===== config.mk =====
export PLATFORM = sky130hd
export DESIGN_NAME = yl3_rx
export DESIGN_NICKNAME = d
export VERILOG_FILES = /design/src/rtl/yl3_rx.sv
export SDC_FILE = /design/constraint.sdc
export NUM_CORES = 1
export LEC_CHECK = 0
export CORE_MARGIN = 2
export CORE_UTILIZATION = 54
export DETAILED_ROUTE_END_ITERATION = 12
export MAX_ROUTING_LAYER = met4
export PLACE_DENSITY = 0.78
export SLEW_MARGIN = 20
export SYNTH_ARGS = -nofsm -noshare
export SYNTH_HDL_FRONTEND = slang
export SYNTH_SLANG_ARGS = --single-unit
export TNS_END_PERCENT = 20

===== constraint.sdc =====
create_clock -name clk -period 5.38 [get_ports clk]
set_clock_uncertainty 0.05 [all_clocks]
set_input_delay 0.807 -clock clk [delete_from_list [all_inputs] [get_ports clk]]
set_output_delay 0.807 -clock clk [all_outputs]
set_load 0.02 [all_outputs]

===== src/rtl/yl3_rx.sv =====
// YL-3 display link receiver: samples sda/sclk/slatch, decodes 16-bit
// {position one-hot, segment byte} frames into an eight-digit shadow display.
module yl3_rx #(
  parameter int SYNC_STAGES = 2,
  parameter int TIMEOUT_CYC = 1024
) (
  input  logic        clk,
  input  logic        rst,
  input  logic        sda,
  input  logic        sclk,
  input  logic        slatch,
  input  logic        err_clr,
  output logic [63:0] digits,
  output logic        frame_stb,
  output logic [2:0]  frame_pos,
  output logic [7:0]  frame_seg,
  output logic        scan_done,
  output logic        err_len,
  output logic        err_pos,
  output logic        err_tmo
);
  localparam int TW = $clog2(TIMEOUT_CYC + 1);

  logic [SYNC_STAGES-1:0] sda_sy, sclk_sy, slat_sy;
  logic        sclk_q, slat_q;
  logic [15:0] shreg, sh_nx;
  logic [4:0]  bitcnt, cnt_nx;
  logic [TW-1:0] timer;
  logic [7:0]  seen;
  logic        sda_s, sclk_e, slat_e;
  logic [2:0]  pos_idx;
  logic        len_bad, pos_bad, accept, tmo;

  assign sda_s  = sda_sy[SYNC_STAGES-1];
  assign sclk_e = sclk_sy[SYNC_STAGES-1] & ~sclk_q;
  assign slat_e = slat_sy[SYNC_STAGES-1] & ~slat_q;

  always_ff @(posedge clk or posedge rst) begin
    if (rst) begin
      sda_sy  <= '0;
      sclk_sy <= '0;
      slat_sy <= '0;
      sclk_q  <= 1'b0;
      slat_q  <= 1'b0;
    end else begin
      sda_sy  <= {sda_sy[SYNC_STAGES-2:0], sda};
      sclk_sy <= {sclk_sy[SYNC_STAGES-2:0], sclk};
      slat_sy <= {slat_sy[SYNC_STAGES-2:0], slatch};
      sclk_q  <= sclk_sy[SYNC_STAGES-1];
      slat_q  <= slat_sy[SYNC_STAGES-1];
    end
  end

  // A latch in the same cycle as a shift judges the post-shift frame.
  always_comb begin
    sh_nx   = sclk_e ? {shreg[14:0], sda_s} : shreg;
    cnt_nx  = (sclk_e && bitcnt != 5'd31) ? bitcnt + 5'd1 : bitcnt;
    pos_idx = 3'd0;
    for (int i = 0; i < 8; i++)
      if (sh_nx[8+i]) pos_idx = 3'(i);
    len_bad = slat_e && (cnt_nx != 5'd16);
    pos_bad = slat_e && !len_bad && !$onehot(sh_nx[15:8]);
    accept  = slat_e && !len_bad && !pos_bad;
    tmo     = (bitcnt != 5'd0) && !sclk_e && !slat_e && (timer == TW'(TIMEOUT_CYC - 1));
  end

  always_ff @(posedge clk or posedge rst) begin
    if (rst) begin
      shreg     <= '0;
      bitcnt    <= '0;
      timer     <= '0;
      seen      <= '0;
      digits    <= '1;
      frame_stb <= 1'b0;
      frame_pos <= '0;
      frame_seg <= 8'hFF;
      scan_done <= 1'b0;
      err_len   <= 1'b0;
      err_pos   <= 1'b0;
      err_tmo   <= 1'b0;
    end else begin
      shreg     <= sh_nx;
      bitcnt    <= (slat_e || tmo) ? 5'd0 : cnt_nx;
      if (bitcnt == 5'd0 || sclk_e || slat_e || tmo) timer <= '0;
      else                                           timer <= timer + TW'(1);
      frame_stb <= accept;
      if (accept) begin
        digits[{3'd7 - pos_idx, 3'b000} +: 8] <= sh_nx[7:0];
        frame_pos <= pos_idx;
        frame_seg <= sh_nx[7:0];
      end
      // scan_done fires the cycle after the mask fills; the mask then restarts.
      scan_done <= (seen == 8'hFF);
      if (seen == 8'hFF) seen <= accept ? (8'd1 << pos_idx) : 8'd0;
      else if (accept)   seen <= seen | (8'd1 << pos_idx);
      err_len <= (err_len & ~err_clr) | len_bad;
      err_pos <= (err_pos & ~err_clr) | pos_bad;
      err_tmo <= (err_tmo & ~err_clr) | tmo;
    end
  end
endmodule


### After elaboration in Yosys (flattened, before gate mapping)

Cells that the tools add are included.

| word-level totals | value |
|---|---|
| register bits after elaboration | 128 |
| bits of input ports | 6 |
| output and inout port bits | 80 |
| word-level logic and storage cells | 83 |

| cells by class | value |
|---|---|
| $add $sub $neg | 11 |
| equal/unequal tests | 5 |
| shift operators | 3 |
| muxes and demuxes | 15 |
| bitwise operators | 12 |
| reductions and logical operators | 20 |

Operators by type and width:

| operator | number |
|---|---|
| $bwmux W64 | 1 |
| $shift A8 B8 Y64 const A | 1 |
| $shiftx A8 B8 Y64 | 1 |
| $mux W8 | 3 |
| $mux W3 | 6 |
| $mux W16 | 1 |
| $add A11 B1 Y11 const B | 1 |
| $eq A11 B10 Y1 const B | 1 |
| $mux W11 | 1 |
| $mux W5 | 2 |
| $ne A5 B5 Y1 const B | 2 |
| $add A1 B1 Y2 | 4 |
| $eq A8 B8 Y1 const B | 1 |
| $logic_and A1 B1 Y1 | 8 |
| $neg A6 Y8 | 1 |
| $or A8 B8 Y8 | 1 |
| $shl A1 B3 Y8 const A | 1 |
| $add A2 B2 Y3 | 2 |
| $add A5 B1 Y5 const B | 1 |
| $and A1 B1 Y1 | 5 |
| $logic_not A1 Y1 | 5 |
| $logic_not A5 Y1 | 1 |
| $reduce_bool A5 Y1 | 1 |
| $add A3 B3 Y4 | 1 |
| other kinds (7) | 14 |

### Longest topological paths before layout

Gate-level depths: netlist of run 1.

| depth | value |
|---|---|
| word-level depth | 14 |
| mapped depth | 19 |
| mapped depth without buffers | 16 |

### Least setup slack after synthesis of run 1

No wires, ideal clock.

| timing path | value |
|---|---|
| path type | register -> register |
| from | reg sclk_q |
| to | reg digits[10] |
| setup time | 0.082 ns |
| arrival time | 4.702 ns |
| required time | 5.248 ns |
| path slack | 0.546 ns |
| stages on the path, launching flop included | 19 |
| buffers on the path | 2 |
| period minus slack after synthesis | 4.834 ns |
| cells stage by stage | dfrtp_1 -> nor2b_1 -> clkbuf_1 -> clkbuf_1 -> nand2_1 -> nand2_1 -> fa_1 -> inv_1 -> fa_1 -> fa_1 -> inv_1 -> ha_1 -> inv_1 -> fa_1 -> a211oi_1 -> mux2_2 -> nand2_1 -> nor4_4 -> mux2_2 |

| between the ends | value |
|---|---|
| elaborated cells on any way between the ends | 33 |
| classes of those cells | add/sub (9); eq/ne (2); shift (2); mux (10); bitwise (2); reduce/logical (8) |

RTL lines:

| item | RTL line | source |
|---|---|---|
| start: declaration | 25 | `logic sclk_q, slat_q;` |
| start signal: assignment | 49 | `sclk_q <= sclk_sy[SYNC_STAGES-1];` |
| $not A1 Y1 * | 35 | `assign sclk_e = sclk_sy[SYNC_STAGES-1] & ~sclk_q;` |
| $and A1 B1 Y1 * | 35 |  |
| $mux W16 * | 56 | `sh_nx = sclk_e ? {shreg[14:0], sda_s} : shreg;` |
| net sh_nx[11] | 26 | `logic [15:0] shreg, sh_nx;` |
| $mux W3 (5 in series) | 60 | `if (sh_nx[8+i]) pos_idx = 3'(i);` |
| $sub A3 B3 Y3 | 88 | `digits[{3'd7 - pos_idx, 3'b000} +: 8] <= sh_nx[7:0];` |
| $neg A6 Y8 | 88 |  |
| $shiftx A8 B8 Y64 / $shift A8 B8 Y64 (equally long branches) | 88 |  |
| $bwmux W64 | 88 |  |
| end signal: indexed assignment | 88 |  |
| end: declaration | 13 | `output logic [63:0] digits,` |

Mark *: on every way through the listed nets, which the timed path passes. The rest lies on a longest branch.
A chain may end at the register's enable or synchronous reset.

### Final worst setup path of run 1

| timing path | value |
|---|---|
| from | reg sclk_q |
| to | reg digits[17] |

| between the ends | value |
|---|---|
| longest elaborated chain between the ends | 14 |
| elaborated cells on any way between the ends | 33 |
| classes of those cells | add/sub (9); eq/ne (2); shift (2); mux (10); bitwise (2); reduce/logical (8) |

RTL lines:

| item | RTL line |
|---|---|
| $not A1 Y1 * | 35 |
| $and A1 B1 Y1 * | 35 |
| $mux W16 * | 56 |
| net sh_nx[9] | 26 |
| $mux W1 | 60 |
| $mux W3 (6 in series) | 60 |
| $sub A3 B3 Y3 | 88 |
| $neg A6 Y8 | 88 |
| $shiftx A8 B8 Y64 / $shift A8 B8 Y64 (equally long branches) | 88 |
| $bwmux W64 | 88 |

Marks and branches as above.

==> impl_metrics.json, run 1 <==
{
  "run_status": "finished clean",
  "synth.area.mux_share_pct": 14.5,
  "cts_setup_buffers": 0,
  "layout-area-overhead-vs-synth_pct": 29.5,
  "antenna_left": 0,
  "grt_antenna_before_repair": 0,
  "min_path_type": "flop to flop",
  "cp_cell_sequence": "nand2b_1 > nand2_1 > nand2_1 > fa_1 > inv_1 > fa_1 > fa_1 > inv_1 > ha_1 > inv_1 > fa_1 > a211oi_1 > mux2_2 > nand2_1 > nor4_4 > mux2_2",
  "drv_slew": 0,
  "worst_path_dominant_cell_family": "adder cells",
  "cp.depth": 16,
  "layout_worst_path_cycle_share_pct": 93.6,
  "synth_top_cells_by_area": "sky130_fd_sc_hd__dfstp_2 33%, sky130_fd_sc_hd__dfrtp_1 25%, sky130_fd_sc_hd__mux2_2 13%, sky130_fd_sc_hd__ha_1 2.9%, sky130_fd_sc_hd__nand2_1 2.4%",
  "die_width_um": 107,
  "dominantRegCellSynth": "sky130_fd_sc_hd__dfstp_2",
  "synth.distinct_cells": 53,
  "cp-start-kind": "flop",
  "totalNegativeSetupSlack_ns": 0,
  "coreArea_um2": 10300,
  "synth_edf_count": 0,
  "final_setup_viols": 0,
  "critical_path_class": "flop to flop",
  "detailedRoute.firstPassIterationCount": 5,
  "crit_fanout": 8,
  "cp_max_stage_delay_ns": 0.70,
  "leakage_nw": 3.16,
  "stdcell_count": 698,
  "dr_total_vias": 3849,
  "globalRouteTotalUtil_pct": 25.9,
  "fp.dieH_um": 107,
  "gpl.final_weighted_congestion": 0.820,
  "netlist_area_um2": 5690,
  "grt_util_met2_pct": 41.6,
  "worst_setup_path_end_kind": "flop",
  "combinational_family_with_the_most_area_after_synthesis": "multiplexers",
  "clock_sinks": 128,
  "crit_top_cell": "sky130_fd_sc_hd__fa_1",
  "register_area_share_after_synthesis_pct": 57.8,
  "rsz0062_at_grt": "no",
  "total_power_mw": 2.96,
  "cts_made_buffers": 17,
  "worstMarginPinSlew_ns": 1.08,
  "final_critical_delay_including_setup_and_external_delays_ns": 5.03,
  "achievable_freq_mhz": 199,
  "grt.busiest_layer": "met2",
  "dieArea_um2": 11400,
  "finalCoreUtilization_pct": 71.8,
  "number_of_global_route_vias_before_repair": 4189,
  "grt_use_met1_pct": 30.8,
  "area_fraction_of_the_dominant_cell_type_after_synthesis_pct": 33.2,
  "dr.first_iter.drc_count": 162,
  "cts_repair_resize_count": 0,
  "number_of_stages_on_the_worst_hold_path": 0,
  "io_pins": 86,
  "netlist.top_cell.by_area": "sky130_fd_sc_hd__dfstp_2",
  "maxCapViolations": 0,
  "wire_length_of_the_first_global_routing_pass_um": 21600,
  "r2r.worst_path.cells": 16,
  "clock_path_buffers": 2,
  "asyncSetResetFlopFracSynth_pct": 100,
  "required_ns": 5.80,
  "slowest_stage": "sky130_fd_sc_hd__nor4_4",
  "cts_htree_levels": 4,
  "post_drt_via_cell_ratio": 5.51,
  "synth_most_common_cell": "sky130_fd_sc_hd__dfstp_2",
  "post-dp-hpwl_um": 8910,
  "dp.cells": 667,
  "rows": 37,
  "globalRouteOverflowTotal": 0,
  "synth_area_in_compound_gates_pct": 5.58,
  "ys_warnings": 0,
  "cell_count_after_synthesis": 449,
  "post_synth.cell_area_avg_um2": 12.7,
  "routed_wirelength_um": 13200,
  "nets": 573,
  "vdd_ir_drop_max_mv": 0.269,
  "syn_nets": 472,
  "timing.critical_path.buf_inv": 3,
  "final-hold-violation-count": 0,
  "initial_utilization_pct": 55.4,
  "register_bit_total_from_synthesis": 128,
  "port_buffers": 85,
  "clkSlewWorstSetupHoldPaths_ns": 0.06,
  "layout-drive-gt1-share_pct": 34.0,
  "post_cts_hold_buffer_count": 0,
  "grt_start_max_net_pins": 86,
  "synth-adder-area-share_pct": 4.26,
  "xor_xnor_cell_area_share_of_the_yosys_netlist_pct": 1.69,
  "yosys-top-cells-count": "72 x sky130_fd_sc_hd__dfstp_2, 65 x sky130_fd_sc_hd__mux2_2, 56 x sky130_fd_sc_hd__dfrtp_1",
  "slew_headroom_pct": 28.1,
  "clkLatencyLatePin_ns": 0.54,
  "num_antenna_cells": 0,
  "drc_errors": 0,
  "wl_per_cell_um": 18.9,
  "synth_simple_gate_area_share_pct": 13.1,
  "grt_use_met3_pct": 6.87,
  "power_density_cells_nw_per_um2": 401,
  "clk_root_buffer_cell": "sky130_fd_sc_hd__clkbuf_8",
  "cp_data_arrival_time_ns": 5.45,
  "cts_tree": "done"
}
-- layer usage --
| metal | share of wire, % | wire, um |
|---|---|---|
| met3 | 4.7 | 620 |
| met5 | 0 | 0 |
| met2 | 51 | 6720 |
| met1 | 42 | 5550 |
| met4 | 2.5 | 326 |
-- placed cells by master, fill, tap and decap left out, types with 6 or more instances in the layout --
| master | netlist | layout |
|---|---|---|
| sky130_fd_sc_hd__clkdlybuf4s50_1 | 0 | 85 |
| sky130_fd_sc_hd__dfstp_2 | 72 | 72 |
| sky130_fd_sc_hd__mux2_2 | 65 | 65 |
| sky130_fd_sc_hd__dfrtp_1 | 56 | 56 |
| sky130_fd_sc_hd__nand2_1 | 37 | 37 |
| sky130_fd_sc_hd__inv_1 | 34 | 33 |
| sky130_fd_sc_hd__nor2_1 | 29 | 29 |
| sky130_fd_sc_hd__clkbuf_16 | 0 | 20 |
| sky130_fd_sc_hd__nor3_1 | 14 | 14 |
| sky130_fd_sc_hd__o21ai_0 | 14 | 14 |
| sky130_fd_sc_hd__ha_1 | 13 | 13 |
| sky130_fd_sc_hd__buf_4 | 0 | 9 |
| sky130_fd_sc_hd__xnor2_1 | 8 | 8 |
| sky130_fd_sc_hd__a22o_1 | 8 | 8 |
| sky130_fd_sc_hd__nand3_1 | 7 | 7 |
| sky130_fd_sc_hd__mux2i_1 | 7 | 7 |
| sky130_fd_sc_hd__a21oi_1 | 6 | 6 |
-- logic make-up (layout without fill, tap and decap cells) --
logic type      count (synthesis)  after routing
simple gates                  131            131
xor+xnor                       11             11
compound gates                 42             42
flops                         128            128
fa+ha+maj                      17             17
mux                            74             74
buf+inv                        46            159
-- power breakdown --
part,leakage (nW),total (mW),internal (mW),switching (mW)
logic,1.36,0.677,0.203,0.474
registers,1.48,1.07,1.02,0.0512
clock network,0.316,1.22,0.794,0.422
total,3.16,2.96,2.01,0.946
-- area by class of cell --
type,instances,area [um2]
Sequential cell,128,3290
Fill cell,702,2900
Multi-Input combinational cell,275,2220
Timing Repair Buffer,94,918
Clock buffer,25,549
Tap cell,136,170
Inverter,34,133
Clock inverter,6,86.3
-- final timing paths --
check                                         end  slack [ns]            startpoint
min reg2reg                  slat_sy[1]$_DFF_PP0_        0.30  slat_sy[0]$_DFF_PP0_
min                          slat_sy[1]$_DFF_PP0_        0.30  slat_sy[0]$_DFF_PP0_
max in group asynchronous  digits[58]$_DFFE_PP1P_        3.50                   rst
max reg2reg                digits[17]$_DFFE_PP1P_        0.35      sclk_q$_DFF_PP0_
max                        digits[17]$_DFFE_PP1P_        0.35      sclk_q$_DFF_PP0_
min in group asynchronous      shreg[3]$_DFF_PP0_        0.74                   rst
-- through the flow --
step | hold WS, ns | setup slack [ns] | area, um2
after floorplan | 0.281 | 0.546 | 5690
after global placement | 0.284 | 0.586 | 6740
after detailed placement | 0.292 | 0.381 | 6740
after CTS | 0.305 | 0.358 | 7370
after global routing | 0.318 | 0.0769 | 7370
final | 0.302 | 0.346 | 7370
-- sequential cells by signal (all words and copies together) (netlist names), 2 cells and up --
register	count
frame_pos	3
seen	8
sclk_sy	2
digits	64
slat_sy	2
shreg	16
timer	11
bitcnt	5
sda_sy	2
frame_seg	8
-- worst register-to-register path, cell delays in order, from the launching register on --
cell,delay (ns)
sky130_fd_sc_hd__dfrtp_1,0.40
sky130_fd_sc_hd__nand2b_1,0.29
sky130_fd_sc_hd__nand2_1,0.13
sky130_fd_sc_hd__nand2_1,0.10
sky130_fd_sc_hd__fa_1,0.53
sky130_fd_sc_hd__inv_1,0.05
sky130_fd_sc_hd__fa_1,0.50
sky130_fd_sc_hd__fa_1,0.41
sky130_fd_sc_hd__inv_1,0.06
sky130_fd_sc_hd__ha_1,0.17
sky130_fd_sc_hd__inv_1,0.07
sky130_fd_sc_hd__fa_1,0.38
sky130_fd_sc_hd__a211oi_1,0.23
sky130_fd_sc_hd__mux2_2,0.24
sky130_fd_sc_hd__nand2_1,0.24
sky130_fd_sc_hd__nor4_4,0.70
sky130_fd_sc_hd__mux2_2,0.42
(Power assumes the default switching activity.)
==> inputs of run 2 (changes only) <==
--- a/config.mk
+++ b/config.mk
@@ -6,10 +6,10 @@
 export NUM_CORES = 1
 export LEC_CHECK = 0
 export CORE_MARGIN = 2
-export CORE_UTILIZATION = 54
+export CORE_UTILIZATION = 58
 export DETAILED_ROUTE_END_ITERATION = 12
 export MAX_ROUTING_LAYER = met4
-export PLACE_DENSITY = 0.78
+export PLACE_DENSITY = 0.83
 export SLEW_MARGIN = 20
 export SYNTH_ARGS = -nofsm -noshare
 export SYNTH_HDL_FRONTEND = slang
==> constraint.sdc (replaced) <==
create_clock -name clk -period 6.2 [get_ports clk]
set_clock_uncertainty 0.05 [all_clocks]
set_input_delay 0.93 -clock clk [delete_from_list [all_inputs] [get_ports clk]]
set_output_delay 0.93 -clock clk [all_outputs]
set_load 0.02 [all_outputs]
==> run 2 against run 1 <==
Against the previous run: design area decreased by 1.4%; core utilization increased by 3.6 points; critical path depth unchanged; global-route usage increased by 1.9 points; wire length increased by 0.34%; via count decreased by 1.7%; clock-buffer cell count decreased by 1; non-clock buffer count decreased by 3; clock power decreased by 23%; largest power group unchanged.
==> impl_metrics.json, run 2 (synthesized netlist as in run 1, its figures left out) <==
{
  "number_of_global_route_vias_before_repair": 4002,
  "clock_sinks": 128,
  "worstMarginPinSlew_ns": 1.11,
  "final_setup_viols": 0,
  "wl_met2_um": 6680,
  "slew_headroom_pct": 25.8,
  "grt_start_max_net_pins": 77,
  "dr.first_iter.drc_count": 128,
  "die_width_um": 103,
  "cp-start-kind": "flop",
  "drv_slew": 0,
  "final_critical_delay_including_setup_and_external_delays_ns": 5.32,
  "rows": 36,
  "nets": 570,
  "highest-signal-layer": "met4",
  "clock_path_buffers": 2,
  "final_common_cell": "sky130_fd_sc_hd__clkdlybuf4s50_1",
  "layout-drive-gt1-share_pct": 33.6,
  "clk_root_buffer_cell": "sky130_fd_sc_hd__clkbuf_8",
  "clkSlewWorstSetupHoldPaths_ns": 0.06,
  "totalNegativeSetupSlack_ns": 0,
  "critical_path_class": "flop to flop",
  "cts_made_buffers": 17,
  "gpl.final_weighted_congestion": 0.876,
  "final_cell_mix": "85 x sky130_fd_sc_hd__clkdlybuf4s50_1, 72 x sky130_fd_sc_hd__dfstp_2, 65 x sky130_fd_sc_hd__mux2_2",
  "cp_data_arrival_time_ns": 5.72,
  "dieArea_um2": 10600,
  "cts_htree_levels": 4,
  "globalRouteTotalUtil_pct": 27.8,
  "achievable_freq_mhz": 188,
  "layout-area-overhead-vs-synth_pct": 27.7,
  "routed-wl-met3_um": 547,
  "wl_per_cell_um": 19.1,
  "maxCapViolations": 0,
  "biggestRegsByFlops": "digits: 64 flops, shreg: 16 flops, timer: 11 flops",
  "antenna_left": 0,
  "detailedRoute.firstPassIterationCount": 4,
  "required_ns": 6.61,
  "min_path_type": "flop to flop",
  "globalRouteOverflowTotal": 0,
  "final-hold-violation-count": 0,
  "io_pins": 86,
  "port_buffers": 85,
  "vdd_ir_drop_max_mv": 0.270,
  "leakage_nw": 3.11,
  "num_antenna_cells": 0,
  "wire_length_of_the_first_global_routing_pass_um": 20800,
  "coreArea_um2": 9640,
  "regMostFlops": "digits",
  "rsz0062_at_grt": "no",
  "post_placement_worst_setup_slack_ns": 0.907,
  "grt_antenna_before_repair": 0,
  "worst_setup_path_end_kind": "flop",
  "post_cts_hold_buffer_count": 0,
  "cts_repair_resize_count": 0,
  "layout_worst_path_cycle_share_pct": 85.7,
  "fp.dieH_um": 103,
  "drc_errors": 0,
  "cts_setup_buffers": 0,
  "largest_register_ffs": 64,
  "power_density_cells_nw_per_um2": 336,
  "run_status": "finished clean",
  "post-dp-hpwl_um": 8830,
  "crit_fanout": 13,
  "stdcell_count": 693,
  "setup_slack_ns": 0.885,
  "dr_total_vias": 3783,
  "routed_wirelength_um": 13300,
  "clkLatencyLatePin_ns": 0.53,
  "initial_utilization_pct": 59.1,
  "post_drt_via_cell_ratio": 5.46,
  "met1_length_um": 5710,
  "cts_tree": "done",
  "dp.cells": 661
}
run 2: per-stage QoR:
step / utilization (%) / instance area [um2] / power, mW / hold slack (ns)
after floorplan: - / 5690 / 1.36 / 0.281
after global placement: 69.6 / 6710 / 1.48 / 0.286
after detailed placement: 69.6 / 6710 / 1.51 / 0.287
after CTS: 75.4 / 7270 / 2.45 / 0.302
after global routing: 75.4 / 7270 / 2.58 / 0.305
final: 75.4 / 7270 / 2.44 / 0.300
run 2: area by class of cell:
| class | count | area [um2] |
|---|---|---|
| well taps | 133 | 166 |
| fillers | 624 | 2370 |
| flip-flops and latches | 128 | 3290 |
| clock inverters | 8 | 77.6 |
| repair buffers | 91 | 896 |
| multi-input cells | 275 | 2220 |
| clock buffers | 24 | 480 |
| inverters | 34 | 130 |
run 2: power by group:
part / internal (mW) / switching, mW
Clock: 0.575 / 0.364
Sequential: 0.881 / 0.0424
Combinational: 0.174 / 0.405
Total: 1.63 / 0.811
run 2: layer usage:
layer / vias to the layer above / track usage (%)
li1: 1748 / -
met2: 86 / 44.3
met3: 28 / 8.34
met5: - / -
met4: 0 / 11.0
met1: 1921 / 33.3
run 2: critical path: stages (launching register included):
cell and delay, ns:
sky130_fd_sc_hd__dfrtp_1 0.40, sky130_fd_sc_hd__nor2b_1 0.65, sky130_fd_sc_hd__nand2_1 0.14, sky130_fd_sc_hd__nand2_1 0.14, sky130_fd_sc_hd__fa_1 0.42, sky130_fd_sc_hd__inv_1 0.07, sky130_fd_sc_hd__fa_1 0.42, sky130_fd_sc_hd__fa_1 0.44
sky130_fd_sc_hd__inv_1 0.07, sky130_fd_sc_hd__ha_1 0.17, sky130_fd_sc_hd__inv_1 0.06, sky130_fd_sc_hd__fa_1 0.37, sky130_fd_sc_hd__a211oi_1 0.22, sky130_fd_sc_hd__mux2_2 0.24, sky130_fd_sc_hd__nand2_1 0.24, sky130_fd_sc_hd__nor4b_4 0.70
sky130_fd_sc_hd__mux2_2 0.42
run 2: final timing paths:
kind,startpoint,end,slack (ns),cells past startpoint
worst max register to register,sclk_sy[1]$_DFF_PP0_,digits[58]$_DFFE_PP1P_,0.88,16
worst min-delay path,slat_sy[0]$_DFF_PP0_,slat_sy[1]$_DFF_PP0_,0.30,0
worst min register to register,slat_sy[0]$_DFF_PP0_,slat_sy[1]$_DFF_PP0_,0.30,0
min in group asynchronous,rst,frame_stb$_DFF_PP0_,0.91,2
max in group asynchronous,rst,shreg[1]$_DFF_PP0_,3.98,3
worst max-delay path,sclk_sy[1]$_DFF_PP0_,digits[58]$_DFFE_PP1P_,0.88,16
==> inputs of run 3 (changes only) <==
--- a/config.mk
+++ b/config.mk
@@ -7,6 +7,7 @@
 export LEC_CHECK = 0
 export CORE_MARGIN = 2
 export CORE_UTILIZATION = 58
+export CTS_BUF_LIST = sky130_fd_sc_hd__clkbuf_16
 export DETAILED_ROUTE_END_ITERATION = 12
 export MAX_ROUTING_LAYER = met4
 export PLACE_DENSITY = 0.83
==> run 3 against run 2 <==
Against the previous run: die area unchanged; sequential power about the same; wire length fell by 2.0%; clock-buffer cell count decreased by 7; critical endpoint is now digits[61]$_DFFE_PP1P_; critical path type unchanged; largest power group is now sequential cells.
==> impl_metrics.json, run 3 (synthesized netlist as in run 1, its figures left out) <==
{
  "run_status": "finished clean",
  "switching_share_of_total_power_pct": 33.5,
  "sequentialPowerShare_pct": 38.4,
  "number_of_global_route_vias_before_repair": 3978,
  "cts_htree_levels": 4,
  "final_setup_viols": 0,
  "cts_repair_resize_count": 0,
  "clock_path_buffers": 2,
  "layout-area-overhead-vs-synth_pct": 27.3,
  "achievable_freq_mhz": 188,
  "setup_slack_ns": 0.879,
  "vdd_ir_drop_max_mv": 0.266,
  "finalCoreUtilization_pct": 75.2,
  "io_pins": 86,
  "die_width_um": 103,
  "leakage_nw": 3.11,
  "drv_slew": 0,
  "final_area_um2": 7250,
  "cts_tree": "done",
  "final_cell_mix": "85 x sky130_fd_sc_hd__clkdlybuf4s50_1, 72 x sky130_fd_sc_hd__dfstp_2, 65 x sky130_fd_sc_hd__mux2_2",
  "rsz0062_at_grt": "no",
  "cts_made_buffers": 17,
  "post_cts_hold_buffer_count": 0,
  "power_density_cells_nw_per_um2": 332,
  "slowest_stage": "sky130_fd_sc_hd__nor4b_4",
  "port_buffers": 85,
  "cts_setup_buffers": 0,
  "nets": 571,
  "combinationalPowerShare_pct": 24.5,
  "cp_data_arrival_time_ns": 5.61,
  "maxCapViolations": 0,
  "clock_sinks": 128,
  "totalNegativeSetupSlack_ns": 0,
  "cp_max_stage_delay_ns": 0.72,
  "worst_setup_path_end_kind": "flop",
  "globalRouteOverflowTotal": 0,
  "coreArea_um2": 9640,
  "crit_fanout": 13,
  "post_placement_worst_setup_slack_ns": 0.907,
  "routed_wirelength_um": 13000,
  "rows": 36,
  "clkSlewWorstSetupHoldPaths_ns": 0.06,
  "gpl.final_weighted_congestion": 0.876,
  "worstMarginPinSlew_ns": 0.899,
  "power.internal_mw": 1.60,
  "layout_worst_path_cycle_share_pct": 85.8,
  "critical_path_class": "flop to flop",
  "drc_errors": 0,
  "initial_utilization_pct": 59.1,
  "final_common_cell": "sky130_fd_sc_hd__clkdlybuf4s50_1",
  "cp_cell_sequence": "nor2b_1 > nand2_1 > nand2_1 > fa_1 > inv_1 > fa_1 > fa_1 > inv_1 > ha_1 > inv_1 > fa_1 > a211oi_1 > mux2_2 > nand2_1 > nor4b_4 > mux2_2",
  "post_dp_cell_area_um2": 6710,
  "antenna_left": 0,
  "part_of_the_power_in_the_clock_network_pct": 37.1,
  "layout-drive-gt1-share_pct": 33.0,
  "wl_per_cell_um": 18.7,
  "grt_start_max_net_pins": 77,
  "min_path_type": "flop to flop",
  "dr.first_iter.drc_count": 143,
  "dr_total_vias": 3748,
  "grt_antenna_before_repair": 0,
  "switching_power_uw": 806,
  "clk_root_buffer_cell": "sky130_fd_sc_hd__clkbuf_16",
  "detailedRoute.firstPassIterationCount": 4,
  "nFillCells": 628,
  "final_critical_delay_including_setup_and_external_delays_ns": 5.32,
  "post_drt_via_cell_ratio": 5.40,
  "post-dp-hpwl_um": 8830,
  "biggestRegsByFlops": "digits: 64 flops, shreg: 16 flops, timer: 11 flops",
  "largest_register_ffs": 64,
  "final-hold-violation-count": 0,
  "slew_headroom_pct": 40.1,
  "dieArea_um2": 10600,
  "wire_length_of_the_first_global_routing_pass_um": 20400,
  "regMostFlops": "digits",
  "cp-start-kind": "flop",
  "crit_top_cell": "sky130_fd_sc_hd__fa_1",
  "fp.dieH_um": 103,
  "clkLatencyLatePin_ns": 0.42,
  "required_ns": 6.49,
  "globalRouteTotalUtil_pct": 27.3,
  "num_antenna_cells": 0
}
run 3: cell count changes in the layout (fill, tap and decap cells not counted), sizes merged:
cell / before / now
clkinv: 4 / 8
inv: 36 / 39
clkbuf: 24 / 18
run 3: power groups by stage:
stage | logic (mW) | clock network [mW] | registers, mW
finish | 0.589 | 0.893 | 0.924
global route | 0.662 | 0.952 | 0.930
CTS | 0.584 | 0.907 | 0.923
detailed placement | 0.573 | 0 | 0.935
global placement | 0.552 | 0 | 0.933
floorplan | 0.437 | 0 | 0.919
run 3: worst paths after layout:
check / startpoint / to / slack, ns / depth (start not counted)
worst max register to register: sclk_sy[1]$_DFF_PP0_ / digits[61]$_DFFE_PP1P_ / 0.88 / 16
max in group asynchronous: rst / sda_sy[1]$_DFF_PP0_ / 3.87 / 3
worst max-delay path: sclk_sy[1]$_DFF_PP0_ / digits[61]$_DFFE_PP1P_ / 0.88 / 16
worst min register to register: slat_sy[0]$_DFF_PP0_ / slat_sy[1]$_DFF_PP0_ / 0.30 / 0
min in group asynchronous: rst / frame_stb$_DFF_PP0_ / 1.03 / 2
worst min-delay path: slat_sy[0]$_DFF_PP0_ / slat_sy[1]$_DFF_PP0_ / 0.30 / 0
run 3: final cells by class:
cell class	count	area [um2]	share of cell area [%]
Inverter	34	130	1.80
Tap cell	133	166	2.30
Clock buffer	17	425	5.87
Sequential cell	128	3290	45.4
Multi-Input combinational cell	275	2220	30.7
Timing Repair Buffer	92	903	12.5
Clock inverter	15	104	1.43
run 3: critical path, delay by kind of cell, from the launching register on:
kind,cells,cell delay (ns)
multiplexers,2,0.66
flip-flops,1,0.39
adder cells (fa/ha/maj),5,1.82
AND/OR/NAND/NOR,5,1.90
buffers and inverters,3,0.20
AO/OA/AOI/OAI,1,0.21
run 3: through the flow:
step	hold slack (ns)	instances	total power, mW
2_1_floorplan	0.281	449	1.36
3_3_place_gp	0.286	661	1.48
3_5_place_dp	0.287	661	1.51
4_1_cts	0.302	693	2.41
5_1_grt	0.304	694	2.55
6_report	0.300	694	2.41
run 3: routing by layer:
metal	global-route usage (%)	up-vias	part of all wire [%]
met3	9.36	22	4.8
li1	-	1749	-
met5	-	-	0
met2	43.0	92	50
met1	32.7	1885	43
met4	10.5	0	1.9
